`src/rtl/lcd_spi_rx_if.sv`:
```
// Bundles the SPI pins and the byte stream/status side of lcd_spi_rx.
// slave  : the receiver (samples SPI pins, drives the byte stream).
// master : the SPI driver / stream consumer (a testbench or SoC glue).
// Signals: spi_clk, spi_mosi, spi_cs (low active), spi_dc, spi_rst (low active),
//          out_valid/out_ready/out_data/out_dc stream, overflow/ovf_clr,
//          abort pulse, byte_count.
interface lcd_spi_rx_if;
  logic        spi_clk;
  logic        spi_mosi;
  logic        spi_cs;
  logic        spi_dc;
  logic        spi_rst;
  logic        out_valid;
  logic        out_ready;
  logic [7:0]  out_data;
  logic        out_dc;
  logic        overflow;
  logic        ovf_clr;
  logic        abort;
  logic [15:0] byte_count;

  modport slave (
    input  spi_clk, spi_mosi, spi_cs, spi_dc, spi_rst, out_ready, ovf_clr,
    output out_valid, out_data, out_dc, overflow, abort, byte_count
  );

  modport master (
    output spi_clk, spi_mosi, spi_cs, spi_dc, spi_rst, out_ready, ovf_clr,
    input  out_valid, out_data, out_dc, overflow, abort, byte_count
  );
endinterface

```
`src/rtl/lcd_spi_rx.sv`:
```
// LCD SPI link receiver. Oversamples mode-0 SPI pins in the clk domain,
// deserialises MSB-first bytes, tags each with dc and queues them in a FIFO
// presented as a valid/ready stream.
// Ports: clk, rst (async, active high), bus (lcd_spi_rx_if.slave).
//
// state    | meaning
// ST_IDLE  | cs high (or LCD reset active); no byte in progress
// ST_SHIFT | cs low; shifting bits in on synchronised spi_clk rises
module lcd_spi_rx #(
  parameter int FIFO_DEPTH  = 4,
  parameter int SYNC_STAGES = 2
) (
  input  logic         clk,
  input  logic         rst,
  lcd_spi_rx_if.slave  bus
);
  localparam int AW = $clog2(FIFO_DEPTH);
  localparam logic [AW:0]   DEPTH_C = (AW+1)'(FIFO_DEPTH);
  localparam logic [AW:0]   CNT_ONE = (AW+1)'(1);
  localparam logic [AW-1:0] PTR_ONE = AW'(1);

  typedef enum logic {ST_IDLE, ST_SHIFT} state_t;

  logic [SYNC_STAGES-1:0] clk_sync, mosi_sync, cs_sync, dc_sync, lrst_sync;
  logic sclk_s, mosi_s, cs_s, dc_s, lcd_rst_s;
  logic sclk_prev, sclk_rise;

  state_t     state, state_nxt;
  logic [2:0] bit_cnt, bit_cnt_nxt;
  logic [6:0] shift, shift_nxt;
  logic       push_vld, push_nxt;
  logic [8:0] push_data, push_data_nxt;
  logic       abort_q, abort_nxt;

  logic [8:0]    mem [FIFO_DEPTH];
  logic [AW-1:0] wr_ptr, rd_ptr;
  logic [AW:0]   cnt, cnt_nxt;
  logic          out_valid_q, overflow_q;
  logic [15:0]   byte_cnt_q;
  logic          pop, full, push_ok, drop;
  logic [8:0]    head;

  // cs and LCD reset synchronisers reset to their inactive (high) level so
  // that leaving reset never looks like a cs edge.
  always_ff @(posedge clk or posedge rst) begin
    if (rst) begin
      clk_sync  <= '0;
      mosi_sync <= '0;
      cs_sync   <= '1;
      dc_sync   <= '0;
      lrst_sync <= '1;
      sclk_prev <= 1'b0;
    end else begin
      clk_sync  <= {clk_sync[SYNC_STAGES-2:0],  bus.spi_clk};
      mosi_sync <= {mosi_sync[SYNC_STAGES-2:0], bus.spi_mosi};
      cs_sync   <= {cs_sync[SYNC_STAGES-2:0],   bus.spi_cs};
      dc_sync   <= {dc_sync[SYNC_STAGES-2:0],   bus.spi_dc};
      lrst_sync <= {lrst_sync[SYNC_STAGES-2:0], bus.spi_rst};
      sclk_prev <= sclk_s;
    end
  end

  assign sclk_s    = clk_sync[SYNC_STAGES-1];
  assign mosi_s    = mosi_sync[SYNC_STAGES-1];
  assign cs_s      = cs_sync[SYNC_STAGES-1];
  assign dc_s      = dc_sync[SYNC_STAGES-1];
  assign lcd_rst_s = lrst_sync[SYNC_STAGES-1];
  assign sclk_rise = sclk_s & ~sclk_prev;

  always_ff @(posedge clk or posedge rst) begin
    if (rst) begin
      state     <= ST_IDLE;
      bit_cnt   <= 3'd0;
      shift     <= 7'd0;
      push_vld  <= 1'b0;
      push_data <= 9'd0;
      abort_q   <= 1'b0;
    end else begin
      state     <= state_nxt;
      bit_cnt   <= bit_cnt_nxt;
      shift     <= shift_nxt;
      push_vld  <= push_nxt;
      push_data <= push_data_nxt;
      abort_q   <= abort_nxt;
    end
  end

  always_comb begin
    state_nxt     = state;
    bit_cnt_nxt   = bit_cnt;
    shift_nxt     = shift;
    push_nxt      = 1'b0;
    push_data_nxt = push_data;
    abort_nxt     = 1'b0;
    if (!lcd_rst_s) begin
      state_nxt   = ST_IDLE;
      bit_cnt_nxt = 3'd0;
    end else begin
      case (state)
        ST_IDLE: begin
          bit_cnt_nxt = 3'd0;
          if (!cs_s) state_nxt = ST_SHIFT;
        end
        ST_SHIFT: begin
          if (cs_s) begin
            state_nxt   = ST_IDLE;
            bit_cnt_nxt = 3'd0;
            abort_nxt   = (bit_cnt != 3'd0);
          end else if (sclk_rise) begin
            shift_nxt = {shift[5:0], mosi_s};
            if (bit_cnt == 3'd7) begin
              // dc is taken together with the last (LSB) bit of the byte
              bit_cnt_nxt   = 3'd0;
              push_nxt      = 1'b1;
              push_data_nxt = {dc_s, shift, mosi_s};
            end else begin
              bit_cnt_nxt = bit_cnt + 3'd1;
            end
          end
        end
        default: state_nxt = ST_IDLE;
      endcase
    end
  end

  assign pop     = out_valid_q & bus.out_ready;
  assign full    = (cnt == DEPTH_C);
  assign push_ok = push_vld & lcd_rst_s & (~full | pop);
  assign drop    = push_vld & lcd_rst_s & full & ~pop;

  always_comb begin
    cnt_nxt = cnt;
    if (push_ok && !pop)      cnt_nxt = cnt + CNT_ONE;
    else if (!push_ok && pop) cnt_nxt = cnt - CNT_ONE;
  end

  always_ff @(posedge clk) begin
    if (push_ok) mem[wr_ptr] <= push_data;
  end

  // out_valid lags the occupancy by one cycle when filling from empty, so a
  // freshly written entry is never presented in the cycle it is written.
  always_ff @(posedge clk or posedge rst) begin
    if (rst) begin
      wr_ptr      <= '0;
      rd_ptr      <= '0;
      cnt         <= '0;
      out_valid_q <= 1'b0;
      byte_cnt_q  <= 16'd0;
      overflow_q  <= 1'b0;
    end else begin
      if (drop)             overflow_q <= 1'b1;
      else if (bus.ovf_clr) overflow_q <= 1'b0;
      if (!lcd_rst_s) begin
        wr_ptr      <= '0;
        rd_ptr      <= '0;
        cnt         <= '0;
        out_valid_q <= 1'b0;
        byte_cnt_q  <= 16'd0;
      end else begin
        if (push_ok) begin
          wr_ptr     <= wr_ptr + PTR_ONE;
          byte_cnt_q <= byte_cnt_q + 16'd1;
        end
        if (pop) rd_ptr <= rd_ptr + PTR_ONE;
        cnt         <= cnt_nxt;
        out_valid_q <= (cnt_nxt != '0) && (cnt != '0);
      end
    end
  end

  assign head           = mem[rd_ptr];
  assign bus.out_valid  = out_valid_q;
  assign bus.out_data   = out_valid_q ? head[7:0] : 8'h00;
  assign bus.out_dc     = out_valid_q & head[8];
  assign bus.overflow   = overflow_q;
  assign bus.abort      = abort_q;
  assign bus.byte_count = byte_cnt_q;
endmodule

```
`src/flat_wrapper.sv`:
```
// flat-port wrapper written by rule: the top's interface ports become plain ports
module lcd_spi_rx_flat 
#(
  parameter int FIFO_DEPTH  = 4,
  parameter int SYNC_STAGES = 2
)
  (clk, rst, bus_spi_clk, bus_spi_mosi, bus_spi_cs, bus_spi_dc, bus_spi_rst, bus_out_ready, bus_ovf_clr, bus_out_valid, bus_out_data, bus_out_dc, bus_overflow, bus_abort, bus_byte_count);
  lcd_spi_rx_if bus_i ();
  input  logic clk;
  input  logic rst;
  input wire logic [$bits(bus_i.spi_clk)-1:0] bus_spi_clk;
  input wire logic [$bits(bus_i.spi_mosi)-1:0] bus_spi_mosi;
  input wire logic [$bits(bus_i.spi_cs)-1:0] bus_spi_cs;
  input wire logic [$bits(bus_i.spi_dc)-1:0] bus_spi_dc;
  input wire logic [$bits(bus_i.spi_rst)-1:0] bus_spi_rst;
  input wire logic [$bits(bus_i.out_ready)-1:0] bus_out_ready;
  input wire logic [$bits(bus_i.ovf_clr)-1:0] bus_ovf_clr;
  output wire logic [$bits(bus_i.out_valid)-1:0] bus_out_valid;
  output wire logic [$bits(bus_i.out_data)-1:0] bus_out_data;
  output wire logic [$bits(bus_i.out_dc)-1:0] bus_out_dc;
  output wire logic [$bits(bus_i.overflow)-1:0] bus_overflow;
  output wire logic [$bits(bus_i.abort)-1:0] bus_abort;
  output wire logic [$bits(bus_i.byte_count)-1:0] bus_byte_count;
  assign bus_i.spi_clk = bus_spi_clk;
  assign bus_i.spi_mosi = bus_spi_mosi;
  assign bus_i.spi_cs = bus_spi_cs;
  assign bus_i.spi_dc = bus_spi_dc;
  assign bus_i.spi_rst = bus_spi_rst;
  assign bus_i.out_ready = bus_out_ready;
  assign bus_i.ovf_clr = bus_ovf_clr;
  assign bus_out_valid = bus_i.out_valid;
  assign bus_out_data = bus_i.out_data;
  assign bus_out_dc = bus_i.out_dc;
  assign bus_overflow = bus_i.overflow;
  assign bus_abort = bus_i.abort;
  assign bus_byte_count = bus_i.byte_count;
  lcd_spi_rx #(.FIFO_DEPTH(FIFO_DEPTH), .SYNC_STAGES(SYNC_STAGES)) u_core (.clk(clk), .rst(rst), .bus(bus_i));
endmodule
```
`config.mk`:
```
export PLATFORM = sky130hd
export DESIGN_NAME = lcd_spi_rx_flat
export DESIGN_NICKNAME = d
export VERILOG_FILES = /design/src/rtl/lcd_spi_rx_if.sv /design/src/rtl/lcd_spi_rx.sv /design/src/flat_wrapper.sv
export SDC_FILE = /design/constraint.sdc
export NUM_CORES = 1
export LEC_CHECK = 0
export ABC_CLOCK_PERIOD_IN_PS = 3650
export CAP_MARGIN = 25
export CORE_MARGIN = 3
export CORE_UTILIZATION = 45
export CTS_CLUSTER_DIAMETER = 40
export DETAILED_ROUTE_END_ITERATION = 8
export HOLD_SLACK_MARGIN = 0.12
export PLACE_DENSITY = 0.65
export SYNTH_ARGS = -nofsm -noshare
export SYNTH_HDL_FRONTEND = slang
export SYNTH_SLANG_ARGS = --single-unit
export TNS_END_PERCENT = 20
```
`constraint.sdc`:
```
create_clock -name clk -period 3.65 [get_ports clk]
set_clock_uncertainty 0.15 [all_clocks]
set_input_delay 0.365 -clock clk [delete_from_list [all_inputs] [get_ports clk]]
set_output_delay 0.365 -clock clk [all_outputs]
set_load 0.02 [all_outputs]
```
# Yosys cells after proc, flatten, opt, wreduce, memory -nomap -nowiden
# Memory sizes are Yosys's and may differ from the RTL's.
# Index checks and enable logic that the tools add are counted.
# W data, S select, Z words.
[op_classes] n_addsub=6 mul=0 n_div=0 magnitude_cmp=0 n_eq_ne=5 n_shift=0 n_mux=30 n_bitwise=13 n_reduce_logical=11
[op_table] cell="$mux W16" count=2
[op_table] cell="$mux W3" count=7
[op_table] cell="$add A16 B1 Y16 const B" count=1
[op_table] cell="$mux W1" count=15
[op_table] cell="$reduce_bool A3 Y1" count=3
[op_table] cell="$mux W2" count=4
[op_table] cell="$mux W8" count=1
[op_table] cell="$and A1 B1 Y1" count=7
[op_table] cell="$add A3 B1 Y3 const B" count=2
[op_table] cell="$eq A3 B3 Y1 const B" count=2
[op_table] cell="$pmux W3 S2" count=1
[op_table] cell="$not A1 Y1" count=5
[op_table] cell="$reduce_and A5 Y1" count=1
[op_table] cell="$add A2 B1 Y2 const B" count=2
[op_table] cell="$ne A2 B2 Y1 const B" count=2
[op_table] cell="$ne A4 B3 Y1 const B" count=1
[op_table] cell="$reduce_and A4 Y1" count=1
[op_table] cell="$logic_and A1 B1 Y1" count=3
[op_table] cell="$sub A3 B1 Y3 const B" count=1
[op_table] cell="$logic_not A1 Y1" count=2
[op_table] cell="$reduce_bool A2 Y1" count=1
[op_table] cell="$or A1 B1 Y1" count=1
[word_totals] regBits=58 latchBits=0 mem_bits_rw=36 mem_bits_ro=0 memories=1
[mem_list] memory="u_core.mem" words=4 word_bits=9 rd=1 rd_clocked_by_memory_dff=0 wr=1 line_no="lcd_spi_rx.sv:35" source="logic [8:0] mem [FIFO_DEPTH];"

# Logic depth before layout (Yosys ltp)
[depth] ltp_word=11 depth_mapped=6

# Worst setup path before layout
# No wires, ideal clock.
[synth_path] path_kind="register to register" start="register u_core.out_valid_q (netlist: u_core.bus.out_valid)" end="memory u_core.mem[0][0] (enable)" setup_time_ns=0.337 t_arrival_ns=1.552 required_ns=3.163 slack_ns=1.611 path_stages_with_launch=5 synth_period_minus_slack_ns=2.039 path_cell_list="dfrtp_1 -> clkbuf_1 -> nand2_1 -> a31oi_1 -> and2_1"
[synth_between] elab_chain_len=5
[synth_rtl] element="start, declared" line_no="lcd_spi_rx.sv:38" source="logic out_valid_q, overflow_q;"
[synth_rtl] element="start signal, assigned" line_no="lcd_spi_rx.sv:167" source="out_valid_q <= (cnt_nxt != '0) && (cnt != '0);"
[synth_rtl] element="$and A1 B1 Y1" line_no="lcd_spi_rx.sv:126" source="assign pop = out_valid_q & bus.out_ready;"
[synth_rtl] element="$or A1 B1 Y1" line_no="lcd_spi_rx.sv:128" source="assign push_ok = push_vld & lcd_rst_s & (~full | pop);"
[synth_rtl] element="$and A1 B1 Y1" line_no="lcd_spi_rx.sv:128"
[synth_rtl] element="$mux W1" line_no="lcd_spi_rx.sv:138" source="if (push_ok) mem[wr_ptr] <= push_data;"
[synth_rtl] element="$mux W1 (not written as such)" line_no="lcd_spi_rx.sv:138"
[synth_rtl] element="end, declared" line_no="lcd_spi_rx.sv:35"
# Every way passes these cells.

# Final worst setup path
[layout_path] start="register u_core.rd_ptr[0]" end="output port bus_out_data[3]"
[layout_between] elab_chain_len=2
[layout_rtl] element="start, declared" line_no="lcd_spi_rx.sv:36" source="logic [AW-1:0] wr_ptr, rd_ptr;"
[layout_rtl] element="start signal, assigned" line_no="lcd_spi_rx.sv:165" source="if (pop) rd_ptr <= rd_ptr + PTR_ONE;"
[layout_rtl] element="$mem_v2 Z4 W9"
[layout_rtl] element="$mux W8" line_no="lcd_spi_rx.sv:174" source="assign bus.out_data = out_valid_q ? head[7:0] : 8'h00;"
[layout_rtl] element="end, declared" line_no="flat_wrapper.sv:19" source="output wire logic [$bits(bus_i.out_data)-1:0] bus_out_data;"
# Every way passes these cells.

==> results summary <==
The number of slew-limit violations in the final report came to 0. At the worst endpoint, the arrival time is 2.40 ns. The number of nets with antenna violations after detailed routing came out at 0.

The worst setup path is of the register to primary output kind. In the final design database the tool counted 340 nets. The worst-case clock buffer depth came out at 2. The post-detailed-placement half-perimeter wirelength is 4390 um. The number of endpoints with negative hold slack in the final report came out at 0. The share of the cycle needed by the critical path after routing is 80.0%. The number of placed cells counting well taps came out at 413.

The proportion of netlist area held by the largest area contributor came out at 34.1%. The standard-cell row count is 33. The post-synthesis async set-or-reset flop share came out at 61.7%.

In the post-synthesis netlist, the cell with the most instances is sky130_fd_sc_hd__dfrtp_1. TritonCTS built the clock tree. The later-pin clock latency in the skew report came out at 0.35 ns. The netlist area before placement is 0.00396 mm^2. The first-pass GRT wire length came out at 11400 um.

The initial core utilization is 47.3%. The floorplan die height is 99.8 um. Pin placement for this block handled 37 I/O pins. Dividing the detail-routed via count by the number of cells gives 5.33. sky130_fd_sc_hd__dfrtp_1 takes more of the synthesized area than any other cell.

The worst setup path is launched from a register. The Yosys step of the flow raised 0 warnings. When the netlist entered floorplanning its net count stood at 299.

The run finished with clean final reports. Across every metal layer, demand over resource in global routing totals 14.7%. The H-tree level count came out at 3. In this run the worst hold path is classified as register to register.

The max-cap check violation count came out at 0. The switching power came out at 394 uW. The final layout contains routed wiring with a total length of 6580 um. Setup violations remaining at the end of the flow were counted as 0. Sequential cells were found to cover 64.1% of the synthesized design area. The number of storage elements in the synthesis netlist came out at 94.

The final cell count without fillers came out at 430. The core box area came out at 0.00838 mm^2. Cells with a size suffix above 1 make up 17.8% of the layout. The peak supply drop is 0.314 mV. The clock-pin transition on the worst setup and hold timing paths came out at 0.09 ns. Measured against its own limit, the worst slew margin works out to 56.7%. The number of global-route vias before repair is 2338. The worst setup path is captured at a primary output. The chip width came out at 99.8 um. The total negative slack for setup checks came out at 0 ns. The tree is rooted in a sky130_fd_sc_hd__clkbuf_8.

The number of antenna diodes came out at 0. The count of mapped cells out of synthesis came out at 279. The switching portion of total power is 22.4%. From synthesis to final layout, the design area changed by 16.1%. For this run, the top clock speed supported by timing is 0.342 GHz. The required time of the critical path is 3.13 ns. Of the total power, registers draw 63.0%. The first TritonRoute pass finished after 4 iterations. The maximum number of pins on one net before global-route repair came out at 45. The count of buffers inserted at the top-level ports is 36. The final instance area came out at 0.00460 mm^2. The power per cell area came out at 383 mW/mm^2.

The CTS buffer count came out at 9. The clock network accounts for 35.1% of the total power. The area after detailed placement is 0.00441 mm^2.

The number of flops mapped to enable cells by yosys came out at 36. The wire length per cell after detailed routing came out at 15.3 um. The top fanout value on the critical path is 11. The number of vias in the routed layout came out at 2293. For this run, the leading register cell type out of synthesis is sky130_fd_sc_hd__dfrtp_1. By count the netlist is led by sky130_fd_sc_hd__dfrtp_1, sky130_fd_sc_hd__edfxtp_1, sky130_fd_sc_hd__mux2_2, sky130_fd_sc_hd__inv_1, sky130_fd_sc_hd__nor2_1. For the pin with the worst max-slew slack, the measured transition is 0.649 ns. The logic gate share of total power came out at 1.9%. The leftover overflow at the end of global routing came out at 0. The number of antenna violations at the first check in global routing came out at 0. Once the clock tree was built, the setup fixing pass inserted 0 buffers. The standby leakage power came out at 0.00176 uW. The post-detailed-route DRC marker count is 0. The minimum clock period came out at 2.92 ns. The die covers 0.00997 mm^2.

Setup repair after global routing left no endpoint under its margin. The mean instance size in the synthesized netlist is 14.2 um^2. The initial detailed-routing violation count is 116. The placer's final routability congestion estimate is 0.853. The count of clock tree sinks is 94.

In the post-synthesis netlist, the biggest area contributors are sky130_fd_sc_hd__dfrtp_1, sky130_fd_sc_hd__edfxtp_1, sky130_fd_sc_hd__mux4_2, sky130_fd_sc_hd__mux2_2, sky130_fd_sc_hd__ha_1. The cell-internal power is 1370 uW. The netlist uses 44 different library cells.
cell families (layout without fill, tap and decap cells):
family | Yosys count | count (layout) | synth area share [%]
AOI/OAI and AO/OA | 44 | 44 | 7.90
xor gates and xnor gates | 11 | 11 | 2.43
adders and majority gates | 11 | 11 | 3.47
buffers and inverters | 23 | 69 | 2.59
DFF | 94 | 94 | 64.1
muxes | 25 | 25 | 9.67
and+or+nand+nor | 71 | 71 | 9.89
final cells by class:
cell class / count / area [um^2]
clock inverter: 6 / 46.3
fill: 697 / 3780
clock buffer: 10 / 128
tap: 105 / 131
timing repair buffer: 38 / 378
sequential: 94 / 2540
inverter: 15 / 56.3
multi-input combinational: 162 / 1320
worst max-delay path, cell delays in order (launching register included):
cell	delay (ns)
sky130_fd_sc_hd__dfrtp_1	0.75
sky130_fd_sc_hd__mux4_2	0.58
sky130_fd_sc_hd__and2_1	0.18
sky130_fd_sc_hd__clkdlybuf4s50_1	0.54
routing by layer:
| layer | vias to the layer above | wire [um] | global-route usage (%) |
|---|---|---|---|
| li1 | 1101 | - | - |
| met5 | - | 0 | 0 |
| met2 | 58 | 3040 | 22.1 |
| met4 | 0 | 92 | 5.15 |
| met1 | 1124 | 3170 | 20.7 |
| met3 | 10 | 274 | 4.31 |
cells in the final DEF (no fill, tap or decap), drive strengths merged, types with 2 or more instances in the layout:
cell / instances
dfrtp: 54
clkdlybuf4s50: 36
edfxtp: 36
nand2: 18
inv: 17
mux2: 16
nor2: 15
and2: 15
o21ai: 13
ha: 11
clkbuf: 10
mux4: 9
xor2: 7
a21oi: 7
o211ai: 6
o31ai: 5
or3: 4
nand3: 4
xnor2: 4
dfstp: 4
and3: 3
or4: 3
clkinvlp: 3
nand2b: 2
a22o: 2
nand4: 2
o41ai: 2
o22ai: 2
o32ai: 2
and4: 2
path summary, 6_finish.rpt:
| kind | start | endpoint | slack (ns) | cells after the start |
|---|---|---|---|---|
| setup reg to reg | u_core.lrst_sync[1] | u_core.mem[1][7] | 1.31 | 3 |
| max in group asynchronous | rst | u_core.rd_ptr[1] | 1.82 | 4 |
| setup / recovery | u_core.rd_ptr[0] | bus_out_data[3] | 0.73 | 3 |
| hold / removal | u_core.dc_sync[0] | u_core.dc_sync[1] | 0.20 | 0 |
| hold reg to reg | u_core.dc_sync[0] | u_core.dc_sync[1] | 0.20 | 0 |
| min in group asynchronous | rst | u_core.bit_cnt[1] | 0.67 | 3 |
timing repair:
action,CTS,global route
endpoints found under the hold margin,14,0
hold buffers,1,0
resized for setup,0,0
power groups by stage:
stage	logic, uW	registers [uW]	clock network, uW
2_1_floorplan	21.2	1130	0
3_3_place_gp	33.8	1130	0
3_5_place_dp	34.4	1130	0
4_1_cts	35.1	1110	639
5_1_grt	38.6	1110	689
6_report	33.5	1110	618
through the flow:
stage          utilization (%)  hold WS (ns)  total power (uW)  worst slack (ns)
6_report                  54.9         0.203              1760             0.730
5_1_grt                   54.9         0.215              1840             0.585
4_1_cts                   54.9         0.205              1780             0.658
3_5_place_dp              52.7         0.185              1170              1.06
3_3_place_gp              52.7         0.183              1170              1.10
2_1_floorplan                -         0.181              1150              1.61
registers in the layout, indices dropped and copies added, names as in the netlist, 3 cells and up:
name                   flops
u_core.bit_cnt             3
u_core.bus.byte_count     16
u_core.cnt                 3
u_core.mem                36
u_core.push_data           9
u_core.shift               7
Note: power is estimated with default switching activity, not from simulation.
